## src/rtl/alu_operand_sequencer.sv

```systemverilog
// Operand/opcode entry sequencer for a small ALU: synchronizes the two buttons,
// steps through A/B/opcode entry, validates the opcode and captures the ALU result.
package alu_operand_sequencer_pkg;
    typedef enum logic [3:0] {
        OP_ADD    = 4'd0,
        OP_SUB    = 4'd1,
        OP_MULT   = 4'd2,
        OP_DIV    = 4'd3,
        OP_MOD    = 4'd4,
        OP_AND    = 4'd5,
        OP_OR     = 4'd6,
        OP_XOR    = 4'd7,
        OP_LSHIFT = 4'd8,
        OP_RSHIFT = 4'd9
    } op_code_t;

    typedef enum logic [2:0] {
        LOAD_A  = 3'd0,
        LOAD_B  = 3'd1,
        LOAD_OP = 3'd2,
        EXEC    = 3'd3,
        SHOW    = 3'd4,
        ERROR   = 3'd5
    } state_t;
endpackage

module alu_operand_sequencer
    import alu_operand_sequencer_pkg::*;
#(
    parameter int N = 4
) (
    input  logic         clk,
    input  logic         rst_n,
    input  logic [N-1:0] sw,
    input  logic [3:0]   op_sel,
    input  logic         btn_enter,
    input  logic         btn_clear,
    output logic [N-1:0] alu_a,
    output logic [N-1:0] alu_b,
    output op_code_t     alu_op,
    input  logic [N-1:0] alu_out,
    input  logic         alu_z,
    input  logic         alu_n,
    input  logic         alu_v,
    input  logic         alu_c,
    output logic [N-1:0] result,
    output logic [3:0]   flags,
    output logic         result_valid,
    output logic         err,
    output logic [2:0]   state_o,
    output logic [7:0]   op_count
);

    state_t     state, state_next;
    logic [1:0] enter_sync, clear_sync;
    logic       enter_prev, clear_prev;
    logic       enter_pulse, clear_pulse;
    logic       op_ok;
    logic       load_a, load_b, load_op, capture, set_err, clr_valid, clr_err;

    // Two-flop synchronizers plus a delayed copy for rising-edge detection.
    always_ff @(posedge clk or negedge rst_n) begin
        if (!rst_n) begin
            enter_sync <= 2'b00;
            clear_sync <= 2'b00;
            enter_prev <= 1'b0;
            clear_prev <= 1'b0;
        end else begin
            enter_sync <= {enter_sync[0], btn_enter};
            clear_sync <= {clear_sync[0], btn_clear};
            enter_prev <= enter_sync[1];
            clear_prev <= clear_sync[1];
        end
    end

    assign enter_pulse = enter_sync[1] & ~enter_prev;
    assign clear_pulse = clear_sync[1] & ~clear_prev;

    // Division and modulo by zero are refused before they ever reach the ALU.
    assign op_ok = (op_sel <= 4'd9) &&
                   !(((op_sel == 4'd3) || (op_sel == 4'd4)) && (alu_b == '0));

    always_ff @(posedge clk or negedge rst_n) begin
        if (!rst_n) state <= LOAD_A;
        else        state <= state_next;
    end

    always_comb begin
        state_next = state;
        load_a     = 1'b0;
        load_b     = 1'b0;
        load_op    = 1'b0;
        capture    = 1'b0;
        set_err    = 1'b0;
        clr_valid  = 1'b0;
        clr_err    = 1'b0;
        if (clear_pulse) begin
            state_next = LOAD_A;
            clr_valid  = 1'b1;
            clr_err    = 1'b1;
        end else begin
            unique case (state)
                LOAD_A: if (enter_pulse) begin
                    state_next = LOAD_B;
                    load_a     = 1'b1;
                    clr_valid  = 1'b1;
                    clr_err    = 1'b1;
                end
                LOAD_B: if (enter_pulse) begin
                    state_next = LOAD_OP;
                    load_b     = 1'b1;
                end
                LOAD_OP: if (enter_pulse) begin
                    if (op_ok) begin
                        state_next = EXEC;
                        load_op    = 1'b1;
                    end else begin
                        state_next = ERROR;
                        set_err    = 1'b1;
                    end
                end
                EXEC: begin
                    state_next = SHOW;
                    capture    = 1'b1;
                end
                SHOW, ERROR: if (enter_pulse) begin
                    state_next = LOAD_A;
                    clr_err    = 1'b1;
                end
                default: state_next = LOAD_A;
            endcase
        end
    end

    // Datapath registers; operands only change on their own capture strobe.
    always_ff @(posedge clk or negedge rst_n) begin
        if (!rst_n) begin
            alu_a        <= '0;
            alu_b        <= '0;
            alu_op       <= OP_ADD;
            result       <= '0;
            flags        <= 4'b0000;
            result_valid <= 1'b0;
            err          <= 1'b0;
            op_count     <= 8'd0;
        end else begin
            if (load_a)  alu_a  <= sw;
            if (load_b)  alu_b  <= sw;
            if (load_op) alu_op <= op_code_t'(op_sel);
            if (capture) begin
                result       <= alu_out;
                flags        <= {alu_z, alu_n, alu_v, alu_c};
                result_valid <= 1'b1;
                if (op_count != 8'hFF) op_count <= op_count + 8'd1;
            end else if (clr_valid) begin
                result_valid <= 1'b0;
            end
            if (set_err)      err <= 1'b1;
            else if (clr_err) err <= 1'b0;
        end
    end

    assign state_o = state;

endmodule

```

## config.mk

```make
export PLATFORM = sky130hd
export DESIGN_NAME = alu_operand_sequencer
export DESIGN_NICKNAME = d
export VERILOG_FILES = /design/src/rtl/alu_operand_sequencer.sv
export SDC_FILE = /design/constraint.sdc
export NUM_CORES = 1
export LEC_CHECK = 0
export ABC_CLOCK_PERIOD_IN_PS = 2500
export CAP_MARGIN = 20
export CORE_MARGIN = 5
export CORE_UTILIZATION = 49
export CTS_BUF_LIST = sky130_fd_sc_hd__clkbuf_16
export CTS_CLUSTER_DIAMETER = 40
export CTS_CLUSTER_SIZE = 12
export DETAILED_ROUTE_END_ITERATION = 10
export PLACE_DENSITY_LB_ADDON = 0.25
export SYNTH_ARGS = -nofsm -noshare
export SYNTH_HDL_FRONTEND = slang
export SYNTH_SLANG_ARGS = --single-unit
```

## constraint.sdc

```tcl
create_clock -name clk -period 2.5 [get_ports clk]
set_input_delay 0.5 -clock clk [delete_from_list [all_inputs] [get_ports clk]]
set_output_delay 0.5 -clock clk [all_outputs]
set_load 0.005 [all_outputs]
```

==> flow_summary.ini <==
[status]
status = complete, no violations

[synth]
synth_enable_flop_cells = 0
yosys-top-cells-area = dfrtp_1 (59%), mux2_2 (14%), nor4_4 (2.6%)
ys_seq_area_share_pct = 59.0
netlist_area_mm2 = 0.00166
synth_top_area_share_pct = 59.0
syn_area_per_cell_um2 = 13.7
ys_warn_count = 0
synth_ff_type = dfrtp_1
synthesis.nets = 142
ys_seq_elements = 39
synth_commonest_cells = dfrtp_1 (39), mux2_2 (20), nand3_1 (6)
yosysTopAreaCell = dfrtp_1
yosysMostFrequentCell = dfrtp_1
synth.distinct_cells = 39
async_flop_share_pct = 100
syn_inst = 121

[cts]
root_buffer = clkbuf_16
htreeDepth = 2
hold_buffers = 0
cts_max_path_buffers = 2
cts_tree = yes
clock-sinks = 39
cts_resized = 0
cts_buffers = 5
cts_setup_buffers = 0
clk_latency_ns = 0.27
clk_pin_slew_ns = 0.05

[worst_setup_path]
arrival_ns = 1.40
cp_top_family = buffers and inverters
worstPathCellList = clkdlybuf4s50_1
start_kind = flip-flop
path_max_fanout = 10
end_kind = output pin
required_ns = 2.00
critPathSlowestCell = clkdlybuf4s50_1
crit_type = flip-flop to output pin
cp_num_buf_inv = 1
max_stage_delay_ns = 0.58

[global_route]
grt.overflow.total = 0
met2_usage_pct = 29.1
grt_max_degree = 40
grt_use_met3_pct = 6.73
grt_pass1_vias = 1247
busiest_layer = met2
antenna_found_initial = 0
globalRouteTotalUtil_pct = 16.6
grt_pass1_wl_um = 5680
met1_usage_pct = 18.1

[drt]
first_pass_iters = 4
wire_per_inst_um = 15.1
vias = 1171
drt_iter0_drc = 82
drc = 0
ant_nets = 0
routed_via_density = 5.25
finalWirelength_um = 3380

[cells_and_area]
nNetsFinal = 197
fin_util_pct = 71.4
drive_above_1_share_pct = 21.5
syn2layout_area_growth_pct = 42.8
n_fill_cell = 266
diodes = 0

[place]
hpwl_um = 2490
place.gp.congestion = 0.813
port_buffers = 52

[hold_path]
hold_path_class = primary input to asynchronous set/reset pin

[sta]
period_minus_slack_ns = 1.90
holdWs_ns = 0.329
slew_headroom_pct = 44.0
tns_ns = 0
finalSetupViolCount = 0
finalHoldViolCount = 0
achievable-frequency_mhz = 526
fin_skew_ns = 0.00287
slew_violations = 0
grt_setup_unrepaired = false
worst_slew_pin_slew_ns = 0.840
fin_crit_sh_pct = 76.1

[power_and_ir_drop]
irDropWorstVdd_mv = 0.664
power.density_mw_per_mm2 = 927
p_leak_nw = 1.00
totalPowerFinal_mw = 2.19

[die]
fp.dieW_um = 68.1
die_h_um = 68.1
dieArea_mm2 = 0.00464
core-area_mm2 = 0.00331
num_rows = 21
ioPinCount = 53
initial_utilization_pct = 50.0

[run]
maxCapViolCount = 0
==> cells in the final DEF (no fill, tap or decap), types with 2 or more instances in the layout <==
cell             synthesis  layout
nand3_1                  6       6
xor2_1                   3       3
xnor2_1                  2       2
dfrtp_1                 39      39
and3_1                   2       2
nor3_1                   2       2
nor2_1                   5       5
inv_1                    2       2
a31oi_1                  3       3
clkdlybuf4s50_1          0      51
nor4_4                   2       2
a21oi_1                  2       2
nand2_1                  3       3
nand2b_1                 2       2
mux2_2                  20      20
o21ai_0                  2       2
nor4_1                   2       2
clkbuf_16                0       5
o31ai_1                  2       2
==> area by class of cell <==
class | instances | area [um^2] | area share, %
well taps | 46 | 57.6 | 2.44
clock inverters | 3 | 38.8 | 1.64
clock buffers | 5 | 125 | 5.29
repair buffers | 52 | 515 | 21.8
flip-flops and latches | 39 | 976 | 41.3
inverters | 2 | 7.51 | 0.318
multi-input cells | 76 | 643 | 27.2
==> registers in the layout, indices dropped and copies added (netlist names) <==
signal / flops
op_count: 8
alu_a: 4
alu_b: 4
alu_op: 4
flags: 4
result: 4
state_o: 3
clear_sync: 2
enter_sync: 2
clear_prev: 1
enter_prev: 1
err: 1
result_valid: 1
==> layer usage <==
| layer | wire (um) | share of wire (%) | vias to the layer above |
|---|---|---|---|
| met5 | 0 | 0 | - |
| met4 | 31 | 0.92 | 0 |
| met3 | 164 | 4.9 | 4 |
| met2 | 1840 | 54 | 31 |
| met1 | 1340 | 40 | 586 |
| li1 | - | - | 550 |
==> final timing paths <==
path / startpoint / endpoint / slack, ns / depth (start not counted)
max reg2reg: state_o[1] / op_count[1] / 0.80 / 4
max in group asynchronous: rst_n / flags[0] / 1.64 / 1
min in group clk: clear_sync[0] / clear_sync[1] / 0.35 / 0
min: rst_n / alu_op[1] / 0.33 / 1
max: state_o[0] / state_o[0] / 0.60 / 1
min reg2reg: clear_sync[0] / clear_sync[1] / 0.35 / 0
==> cell families after synthesis <==
| logic type | synth area share (%) |
|---|---|
| mux | 15.1 |
| compound gates | 6.35 |
| flops | 59.0 |
| fa+ha+maj | 0.756 |
| buf+inv | 2.19 |
| simple gates | 14.0 |
| xor+xnor | 2.65 |
==> per-stage QoR <==
stage                     setup slack (ns)  std cells  cell area, um^2
after floorplan                       1.00        121             1660
after global placement               0.488        215             2200
after detailed placement             0.405        215             2200
after CTS                            0.599        223             2360
after global routing                 0.563        223             2360
final                                0.598        223             2360
==> power breakdown <==
part	internal (mW)	switching, mW	total [mW]
Combinational	0.417	0.173	0.590
Clock	0.464	0.224	0.688
Sequential	0.795	0.116	0.911
Total	1.68	0.513	2.19
Power figures use the tool's default switching activity.
